--- src/rtl/logic_unit_pipe.sv ---
// rtl/logic_unit_pipe.sv - registered eight-op bitwise logic unit
// with valid/ready handshakes and a 2-entry output buffer.
module logic_unit_pipe #(
  parameter int WIDTH = 32
) (
  input  logic             clk,
  input  logic             reset,
  input  logic             in_valid,
  output logic             in_ready,
  input  logic [WIDTH-1:0] in_a,
  input  logic [WIDTH-1:0] in_b,
  input  logic [2:0]       in_op,
  output logic             out_valid,
  input  logic             out_ready,
  output logic [WIDTH-1:0] out_y,
  output logic             out_zero
);

  localparam logic [1:0] EMPTY = 2'd0;
  localparam logic [1:0] ONE   = 2'd1;
  localparam logic [1:0] TWO   = 2'd2;

  logic [1:0]       count, count_nxt;
  logic [WIDTH-1:0] res, head_y, tail_y;
  logic             res_z, head_z, tail_z;
  logic             push, pop;

  always_comb begin
    res = '0;
    case (in_op)
      3'b000:  res = ~in_a;
      3'b001:  res = in_a & in_b;
      3'b010:  res = in_a | in_b;
      3'b011:  res = in_a ^ in_b;
      3'b100:  res = ~(in_a | in_b);
      3'b101:  res = ~(in_a & in_b);
      3'b110:  res = ~(in_a ^ in_b);
      default: res = in_a;
    endcase
  end

  assign res_z = (res == '0);
  assign push  = in_valid & in_ready;
  assign pop   = out_valid & out_ready;

  always_ff @(posedge clk or posedge reset) begin
    if (reset) count <= EMPTY;
    else       count <= count_nxt;
  end

  always_comb begin
    count_nxt = count;
    case (count)
      EMPTY:   if (push) count_nxt = ONE;
      ONE:     if (pop && !push) count_nxt = EMPTY;
               else if (push && !pop) count_nxt = TWO;
      TWO:     if (pop) count_nxt = ONE;
      default: count_nxt = EMPTY;
    endcase
  end

  always_comb begin
    out_valid = (count != EMPTY);
  end

  // Registered ready keeps out_ready off the in_ready path.
  always_ff @(posedge clk or posedge reset) begin
    if (reset) in_ready <= 1'b1;
    else       in_ready <= (count_nxt != TWO);
  end

  // Head is zeroed whenever the buffer drains, so an empty unit shows 0.
  always_ff @(posedge clk or posedge reset) begin
    if (reset) begin
      head_y <= '0;
      head_z <= 1'b0;
      tail_y <= '0;
      tail_z <= 1'b0;
    end else if (pop && count == TWO) begin
      head_y <= tail_y;
      head_z <= tail_z;
      tail_y <= '0;
      tail_z <= 1'b0;
    end else if (push && (count == EMPTY || pop)) begin
      head_y <= res;
      head_z <= res_z;
    end else if (push) begin
      tail_y <= res;
      tail_z <= res_z;
    end else if (pop) begin
      head_y <= '0;
      head_z <= 1'b0;
    end
  end

  assign out_y    = head_y;
  assign out_zero = head_z;

endmodule
--- config.mk ---
export PLATFORM = sky130hd
export DESIGN_NAME = logic_unit_pipe
export DESIGN_NICKNAME = d
export VERILOG_FILES = /design/src/rtl/logic_unit_pipe.sv
export SDC_FILE = /design/constraint.sdc
export NUM_CORES = 1
export LEC_CHECK = 0
export BUFFER_PORTS_ARGS = -buffer_cell sky130_fd_sc_hd__buf_4
export CORE_MARGIN = 8
export CORE_UTILIZATION = 30
export CTS_BUF_LIST = sky130_fd_sc_hd__clkbuf_8 sky130_fd_sc_hd__clkbuf_16
export DETAILED_ROUTE_END_ITERATION = 12
export PLACE_DENSITY = 0.58
export SLEW_MARGIN = 15
export SYNTH_ARGS = -nofsm -noshare
export SYNTH_HDL_FRONTEND = slang
export SYNTH_SLANG_ARGS = --single-unit
--- constraint.sdc ---
create_clock -name clk -period 4.1 [get_ports clk]
set_input_delay 0.205 -clock clk [delete_from_list [all_inputs] [get_ports clk]]
set_output_delay 0.205 -clock clk [all_outputs]
set_load 0.05 [all_outputs]
# Word level (Yosys, flattened, before mapping)
# Cells that the tools add are included.
# op_classes
bitwise,9
n_reduce_logical,15
muxes,20
eq_ne,11
# ops
op,n
two-way mux 32 bit,7
case mux 32 bit (7 select lines),1
NOT 32 bit,4
AND 32 bit,1
logical NOT 32 bit,1
OR 32 bit,1
XOR 32 bit,1
"equality test 3 bit, second input constant",3
two-way mux 2 bit,4
two-way mux 1 bit,7
"equality test 3 x 2 -> 1 bit, second input constant",2
case mux 2 bit (3 select lines),1
logical AND 1 bit,4
"!= test 2 bit, second input constant",2
AND reduction 2 bit,2
nonzero test 2 bit,2
"equality test 3 x 1 -> 1 bit, second input constant",1
logical NOT 3 bit,1
"!= test 3 x 1 -> 1 bit, second input constant",1
nonzero test 3 bit,1
AND 1 bit,2
"equality test 2 x 1 -> 1 bit, second input constant",1
"equality test 2 bit, second input constant",1
logical NOT 1 bit,2
2 further kinds,2
# totals
inputBits,71
reg_bits,69

# Depth between registers and ports, before layout
# Gate-level depths: netlist (run 1).
# logic_depth
depth_word,8
ltp_mapped,11
ltp_nobuf,9

# Worst setup path after synthesis (run 1)
# OpenSTA, ideal clock, no wires.
# synth_timing
path_kind,flip-flop to flip-flop
startpoint,register in_ready
endpoint,register tail_y[26]
stages_incl_launch_ff,5
slack_ns,2.086
setup_ns,0.066
required_time_ns,4.034
path_buffers,1
arrival_time_ns,1.947
path_cell_list,dfstp_2 -> nand2_1 -> nor3_1 -> clkbuf_1 -> a22o_1
# synth_between
elab_chain_len,4
elab_cells_between_ends,5
classes_between,1 x eq/ne; 1 x bitwise; 3 x reduce/logical
# synth_lines
item,line,rtl
start: declaration,9,"output logic in_ready,"
start signal: assignment,69,else in_ready <= (count_nxt != TWO);
AND 1 bit (*),43,assign push = in_valid & in_ready;
logical AND 1 bit,84,end else if (push && (count == EMPTY || pop)) begin
!= test 2 bit (no line),-,
AND reduction 2 bit (no line) (*),-,
end signal: assignment,88,tail_y <= res;
end: declaration,24,"logic [WIDTH-1:0] res, head_y, tail_y;"
# Every way passes the cells marked *; elsewhere a longest branch is shown, timed or not.
# A chain may end at the register's enable or synchronous reset.

# Worst setup path after layout (run 1)
# layout_timing
startpoint,input in_op[1]
endpoint,register tail_z
# layout_between
elab_chain_len,6
elab_cells_between_ends,12
classes_between,6 x eq/ne; 4 x mux; 2 x reduce/logical
# layout_lines
item,line,rtl
start: declaration,12,"input logic [2:0] in_op,"
equality test 3 bit (tied with other cells),30,case (in_op)
case mux 32 bit (7 select lines) (*),30,
logical NOT 32 bit (*),42,assign res_z = (res == '0);
two-way mux 1 bit (*),87,end else if (push) begin
two-way mux 1 bit (*),84,
two-way mux 1 bit (*),79,end else if (pop && count == TWO) begin
end signal: assignment,89,tail_z <= res_z;
end: declaration,25,"logic res_z, head_z, tail_z;"
# Every way passes the cells marked *; elsewhere a longest branch is shown, timed or not. The select of a mux whose other input is x is not followed.

==> run metrics, run 1 <==
worst-margin pin slew=0.984 ns; Synth cell types=63; Die X=160 um; largest net degree at the start of global routing=81; Vias=5523; GPL Wtd Cong=0.764; Primary FF master, synth=dfrtp_1; via-per-instance ratio=5.16; Max clock buf depth=2; # rows=53; min-delay worst type=in2async; routed wire length=18700 um; Post-CTS Setup Repair Bufs=0; Layout Area Growth over Synthesis=19.2%; worst-path cell chain=buf_4, buf_4, mux2i_1, o22ai_1, a221oi_1, nand4b_1, nor4bb_1, nand4_1, o21ai_1; number of port buffers=105; CTS-repair resized insts=0; I/O pins=106; hold_buf cts=0; CP required=4.36 ns; Top cell by count, worst path=buf_4; Core ar.=20800 um^2; Worst-Skew Late Latency=0.33 ns; Post-Syn Area=6260 um^2; Max Cap Viol=0; Synth Area per Inst=8.71 um^2; initial core utilization=30.2%; #FFs+latches synth=69; crit path DAT=2.94 ns; crit path buf inv count=2; DRT iter0 DRCs=425; Post-route DRC=0; Critical Path Stages=9; Post-synth EDFFs=0; Tcrit/Tclk final=65.5%; Pre-antenna DRT Iters=6; Ys Warns=0; layout cells sized above 1=21.3%; All-Layer GR Usage=14.6%; vias in the first global route=5509; Reg clk slew, reported paths=0.06 ns; n_diodes=0; initial antenna violation count=0; Synth async-reset ratio=100%; run status=complete, no violations; critical path's slowest cell=buf_4; clock root cell=clkbuf_16; H-tree lvl count=3; post-DP HPWL=14000 um; critical path's top delay family=buffers and inverters; max incr delay on CP=0.58 ns; WS Path Type=in2reg; Final min period=2.68 ns; Power Density=501 nW/um^2; fmax=373 MHz; Worst Reg2Reg Path Length in Cells=5; TNS Setup=0 ns; crit path max fanout=80; Setup violations, final=0; Layout Skew=0.00534 ns; CP endpoint kind=register; TritonCTS buffer count=9; Final Hold Fails=0; Final Non-Filler Cells=1070; Post-DRT Antenna Nets=0; gr ovfl total=0; DP Cell Count=1054; crit path launch type=input port; Sink Count=69; static leakage=3.63 nW; CTS tree=yes; syn_nets=854; chip height=160 um; DR WL/cell=17.4 um; Slew HR=34.3%; Slew Viols, Final=0; worst vdd ir=0.220 mV; register area share after synthesis=27.6%; Nets=925; die area=25800 um^2; Post-Syn Instances=719; RSZ-0062 raised after global routing=no; first-pass GRT wire length=30600 um
flip-flops by register name, indices dropped and copies added, names as in the netlist:
signal    flops
tail_z        1
in_ready      1
out_zero      1
count         2
tail_y       32
out_y        32
per-layer routing:
metal | global-route usage [%] | share of wire [%]
met1 | 21.0 | 50
met2 | 22.4 | 44
met3 | 2.79 | 5.6
met4 | 2.55 | 0.58
met5 | 0 | 0
cell families (layout without fill, tap and decap cells):
kind of cell | count (synthesis) | in the layout | synth area share (%)
multiplexers | 49 | 49 | 9.11
AND/OR/NAND/NOR | 188 | 188 | 15.6
AO/OA/AOI/OAI | 206 | 206 | 24.1
flip-flops | 69 | 69 | 27.6
buffers and inverters | 143 | 219 | 10.8
adder cells (fa/ha/maj) | 64 | 64 | 12.8
synth_stat cells (3+ instances only):
master / instances / area, um^2
a2111oi_0: 4 / 35.0
a211oi_1: 9 / 67.6
a21boi_0: 4 / 30.0
a21o_1: 3 / 22.5
a21oi_1: 27 / 135
a221o_1: 6 / 60.1
a221oi_1: 6 / 52.6
a222oi_1: 19 / 190
a22o_1: 19 / 166
a22oi_1: 14 / 105
a32o_1: 5 / 50.1
a32oi_1: 6 / 52.6
buf_2: 8 / 40.0
buf_4: 8 / 60.1
buf_6: 10 / 113
clkbuf_1: 21 / 78.8
dfrtp_1: 68 / 1700
ha_1: 64 / 801
inv_1: 93 / 349
mux2_2: 19 / 214
mux2i_1: 24 / 240
mux4_2: 4 / 90.1
nand2_1: 45 / 169
nand2b_1: 35 / 219
nor2_1: 38 / 143
nor2b_1: 33 / 206
nor3_1: 10 / 50.1
o211ai_1: 6 / 45.0
o21ai_0: 38 / 190
o21ai_1: 4 / 20.0
o22ai_1: 11 / 68.8
o32a_1: 4 / 40.0
o32ai_1: 9 / 78.8
or2_2: 8 / 50.1
through the flow:
stage | hold slack (ns) | power [mW] | setup slack (ns) | instance area, um^2 | utilization [%]
2_1_floorplan | 0.450 | 2.31 | 2.09 | 6260 | -
3_3_place_gp | 0.451 | 2.91 | 1.18 | 7140 | 34.4
3_5_place_dp | 0.449 | 2.92 | 1.13 | 7140 | 34.4
4_1_cts | 0.0963 | 3.77 | 1.48 | 7470 | 36.0
5_1_grt | 0.133 | 3.97 | 1.23 | 7470 | 36.0
6_report | 0.0702 | 3.74 | 1.42 | 7470 | 36.0
placed cells by master, fill, tap and decap left out, types with 3 or more instances in the layout:
master | synthesis | final
clkbuf_16 | 0 | 9
inv_1 | 93 | 92
a221oi_1 | 6 | 6
nor2_2 | 2 | 3
ha_1 | 64 | 64
a21boi_0 | 4 | 4
mux2i_1 | 24 | 24
a32o_1 | 5 | 5
nor2_1 | 38 | 36
nor3_1 | 10 | 9
or2_2 | 8 | 8
a21oi_1 | 27 | 26
a222oi_1 | 19 | 19
o32ai_1 | 9 | 9
o21ai_1 | 4 | 3
o211ai_1 | 6 | 6
o21ai_0 | 38 | 38
a22o_1 | 19 | 19
mux4_2 | 4 | 4
a221o_1 | 6 | 6
nor2b_1 | 33 | 33
a22oi_1 | 14 | 14
nand2_1 | 45 | 45
a32oi_1 | 6 | 6
o22ai_1 | 11 | 11
mux2_2 | 19 | 19
nand2b_1 | 35 | 35
a21o_1 | 3 | 3
buf_4 | 8 | 109
o32a_1 | 4 | 4
a211oi_1 | 9 | 9
dfrtp_1 | 68 | 68
a2111oi_0 | 4 | 4
power breakdown:
group / switching [mW] / leakage [nW] / internal (mW)
logic: 1.18 / 2.57 / 0.589
clock network: 0.304 / 0.156 / 0.535
registers: 0.190 / 0.904 / 0.938
final timing paths:
kind	startpoint	end	slack (ns)
worst max-delay path	in_op[1]	tail_z$_DFFE_PP0P_	1.42
worst min-delay path	reset	count[0]$_DFF_PP0_	0.07
worst max register to register	count[0]$_DFF_PP0_	tail_y[31]$_DFFE_PP0P_	1.80
worst min register to register	tail_y[9]$_DFFE_PP0P_	tail_y[9]$_DFFE_PP0P_	0.48
max in group asynchronous	reset	tail_y[5]$_DFFE_PP0P_	3.12
min in group clk	out_ready	in_ready$_DFF_PP1_	0.19
layout make-up:
type	count	area, um^2
Sequential cell	69	1730
Multi-Input combinational cell	507	3900
Tap cell	275	344
Fill cell	2193	13300
Clock inverter	7	98.8
Clock buffer	9	225
Timing Repair Buffer	109	818
Inverter	94	353
(Power assumes the default switching activity.)
==> inputs of run 2 (changes only) <==
- ABC_AREA: not set -> 1
- PLACE_DENSITY: 0.58 -> 0.59
- clock period: 4.1 -> 2.4 ns (I/O delays scaled with it)
==> run 2 against run 1 <==
Die area is 3.6% higher. Worst hold slack better by 0.075 ns. Non-clock buffer count is 28 higher. Count of clock-buffer cells in the layout stayed put. Power is 78% higher. Sequential power is 65% higher. Global-route usage is 2.4 points higher. Routed wire length is 20% higher. Flip-flop and latch count stayed put. Clock skew is 0.00077 ns higher. Register-to-register slack worse by 1.5 ns. Final area is 7.6% higher. Critical path type is now reg2reg. Critical endpoint is now tail_y[29]$_DFFE_PP0P_. Highest routed layer unchanged.
==> run metrics, run 2 <==
Post-route DRC=0 (unchanged); critical path's top delay family=compound AO/OA/AOI/OAI gates (was buffers and inverters); Max clock buf depth=2 (unchanged); Min Hold Slack=0.146 ns (was 0.0702 ns); worst-margin pin slew=0.981 ns (was 0.984 ns); crit path launch type=register (was input port); Synth cell types=27 (was 63); Post-Syn Area=6510 um^2 (was 6260 um^2); number of port buffers=105 (unchanged); TritonCTS buffer count=9 (unchanged); Nets=1228 (was 925); synth top area cells=dfrtp_1, nand2_1, ha_1 (was dfrtp_1, ha_1, inv_1); chip height=163 um (was 160 um); Final Non-Filler Cells=1378 (was 1070); DR WL/cell=16.2 um (was 17.4 um); Post-Syn Instances=1005 (was 719); TNS Setup=0 ns (unchanged); All-Layer GR Usage=17.0% (was 14.6%); Core ar.=21600 um^2 (was 20800 um^2); RSZ-0062 raised after global routing=no (unchanged); Synth async-reset ratio=100% (unchanged); Slew Viols, Final=0 (unchanged); H-tree lvl count=3 (unchanged); die area=26700 um^2 (was 25800 um^2); syn_nets=1140 (was 854); dpl cell area=7690 um^2 (was 7140 um^2); Layout Skew=0.00611 ns (was 0.00534 ns); static leakage=4.30 nW (was 3.63 nW); most frequent cells in the layout=nand2_1, inv_1, buf_4 (was buf_4, inv_1, dfrtp_1); switching share of power=46.0% (was 44.8%); critical path's slowest cell=o21ai_2 (was buf_4); crit path DAT=2.31 ns (was 2.94 ns); crit path buf inv count=2 (unchanged); Switching Power=3.06 mW (was 1.68 mW); Worst-Skew Late Latency=0.35 ns (was 0.33 ns); post-DP HPWL=16600 um (was 14000 um); gr ovfl total=0 (unchanged); Primary FF master, synth=dfrtp_1 (unchanged); initial antenna violation count=0 (unchanged); Ys Warns=0 (unchanged); Power Density=828 nW/um^2 (was 501 nW/um^2); Yosys top cell by area=dfrtp_1 (unchanged); fmax=475 MHz; register area share after synthesis=26.5% (was 27.6%); n_diodes=0 (unchanged); Synth top area share=26.1% (was 27.2%); worst vdd ir=0.757 mV (was 0.220 mV); Post-CTS Setup Repair Bufs=0 (unchanged); part of the power in registers=28.2% (was 30.2%); clock root cell=clkbuf_16 (unchanged); I/O pins=106 (unchanged); combinational share of power=49.0% (was 47.4%); Final Hold Fails=0 (unchanged); first-pass GRT wire length=36200 um (was 30600 um); DP Cell Count=1361 (was 1054); Sink Count=69 (unchanged); Final Instance Area=8030 um^2 (was 7470 um^2); CTS tree=yes (unchanged); fillers=2309 (was 2193); Internal Power=3.60 mW (was 2.06 mW); vias in the first global route=6954 (was 5509); initial core utilization=30.2% (about the same); Layout Area Growth over Synthesis=23.3% (was 19.2%); routed wire length=22300 um (was 18700 um); layout cells sized above 1=15.2% (was 21.3%); Vias=6872 (was 5523); largest net degree at the start of global routing=70 (was 81); Pre-antenna DRT Iters=7 (was 6); worst-path cell chain=nor2_1, nor2_1, inv_1, o21ai_2, buf_12, o22ai_1 (was buf_4, buf_4, mux2i_1, o22ai_1, a221oi_1, nand4b_1, nor4bb_1, nand4_1, o21ai_1); Reg clk slew, reported paths=0.06 ns (about the same); Synth Area per Inst=6.48 um^2 (was 8.71 um^2); Post-DRT Antenna Nets=0 (unchanged); # rows=54 (was 53); Final min period=2.10 ns; Setup WS post-layout=0.297 ns (was 1.42 ns); CP required=2.61 ns (was 4.36 ns); most common cell after layout, fill and taps aside=nand2_1 (was buf_4); Slew HR=34.6% (was 34.3%); #FFs+latches synth=69 (unchanged); Tcrit/Tclk final=87.6%; DRT iter0 DRCs=621 (was 425); Die X=163 um (was 160 um); pre-CTS worst setup slack=0.334 ns (was 1.13 ns); Clock power frac=22.8% (was 22.4%); CP endpoint kind=register (unchanged); Max Cap Viol=0 (unchanged); crit path max fanout=19 (was 80); via-per-instance ratio=4.99 (was 5.16); max incr delay on CP=0.77 ns (was 0.58 ns); most frequent cell after synthesis=nand2_1 (was inv_1); Setup violations, final=0 (unchanged); Post-synth EDFFs=0 (unchanged); WS Path Type=reg2reg (was in2reg); GPL Wtd Cong=0.856 (was 0.764); Top cell by count, worst path=nor2_1 (was buf_4); min-delay worst type=in2reg (was in2async); run status=complete, no violations (unchanged); top post-synthesis cells by count=nand2_1, inv_1, nand3_1 (was inv_1, dfrtp_1, ha_1)
[run 2: changes by cell type after synthesis, sizes merged, moves of 22 or more]
cell,delta
nor2,+55
nand3b,+24
nand4,+42
nand2b,-35
nand2,+209
mux2i,-22
o211ai,+26
inv,+66
o22ai,+22
nor2b,-33
nand3,+111
[run 2: cell type report]
cell class	instances	area [um^2]	share of cell area [%]
clock buffer	9	225	2.80
clock inverter	7	103	1.28
inverter	160	601	7.48
multi-input combinational	716	3920	48.8
sequential	69	1730	21.5
tap	280	350	4.36
timing repair buffer	137	1110	13.8
[run 2: timing repair]
| item | CTS | global route |
|---|---|---|
| resized for setup | 0 | 0 |
| endpoints found under the hold margin | 68 | 0 |
| hold buffers | 1 | 0 |
[run 2: kinds of logic (layout without fill, tap and decap cells)]
logic type	Yosys count	after routing	share of synthesized area, %
muxes	2	2	0.307
xor gates and xnor gates	1	1	0.135
DFF	69	69	26.5
and+or+nand+nor	534	534	36.4
adders and majority gates	64	64	12.3
buffers and inverters	220	313	13.6
AOI/OAI and AO/OA	115	115	10.7
[run 2: per-layer routing]
| layer | vias to the layer above | part of all wire (%) | global-route usage [%] |
|---|---|---|---|
| met2 | 208 | 46 | 27.9 |
| li1 | 3445 | - | - |
| met3 | 31 | 5.3 | 3.18 |
| met4 | 0 | 2.5 | 6.09 |
| met1 | 3188 | 46 | 21.9 |
| met5 | - | 0 | 0 |
[run 2: final timing paths]
path	start	to	slack (ns)	depth (start not counted)
setup / recovery	count[1]$_DFF_PP0_	tail_y[29]$_DFFE_PP0P_	0.30	6
hold / removal	out_ready	count[1]$_DFF_PP0_	0.15	4
setup reg to reg	count[1]$_DFF_PP0_	tail_y[29]$_DFFE_PP0P_	0.30	6
hold reg to reg	out_y[20]$_DFFE_PP0P_	out_y[20]$_DFFE_PP0P_	0.51	2
max in group asynchronous	reset	in_ready$_DFF_PP1_	1.66	4
min in group asynchronous	reset	out_y[15]$_DFFE_PP0P_	0.41	4
[run 2: through the flow]
step,power (mW),utilization [%]
3_5_place_dp,5.18,35.7
4_1_cts,6.72,37.3
3_3_place_gp,5.17,35.7
5_1_grt,7.08,37.3
2_1_floorplan,4.04,-
6_report,6.65,37.3
[run 2: power by group through the flow]
stage          Combinational, mW  Clock [mW]  Sequential (mW)
3_5_place_dp                3.28           0             1.90
5_1_grt                     3.55        1.59             1.94
2_1_floorplan               1.29           0             2.75
4_1_cts                     3.29        1.55             1.88
3_3_place_gp                3.28           0             1.89
6_report                    3.26        1.52             1.87
[run 2: worst register-to-register path, cell delays in order, from the launching register on]
cell and delay (ns):
dfrtp_1 0.38, nor2_1 0.08, nor2_1 0.28, inv_1 0.11, o21ai_2 0.77, buf_12 0.25, o22ai_1 0.10
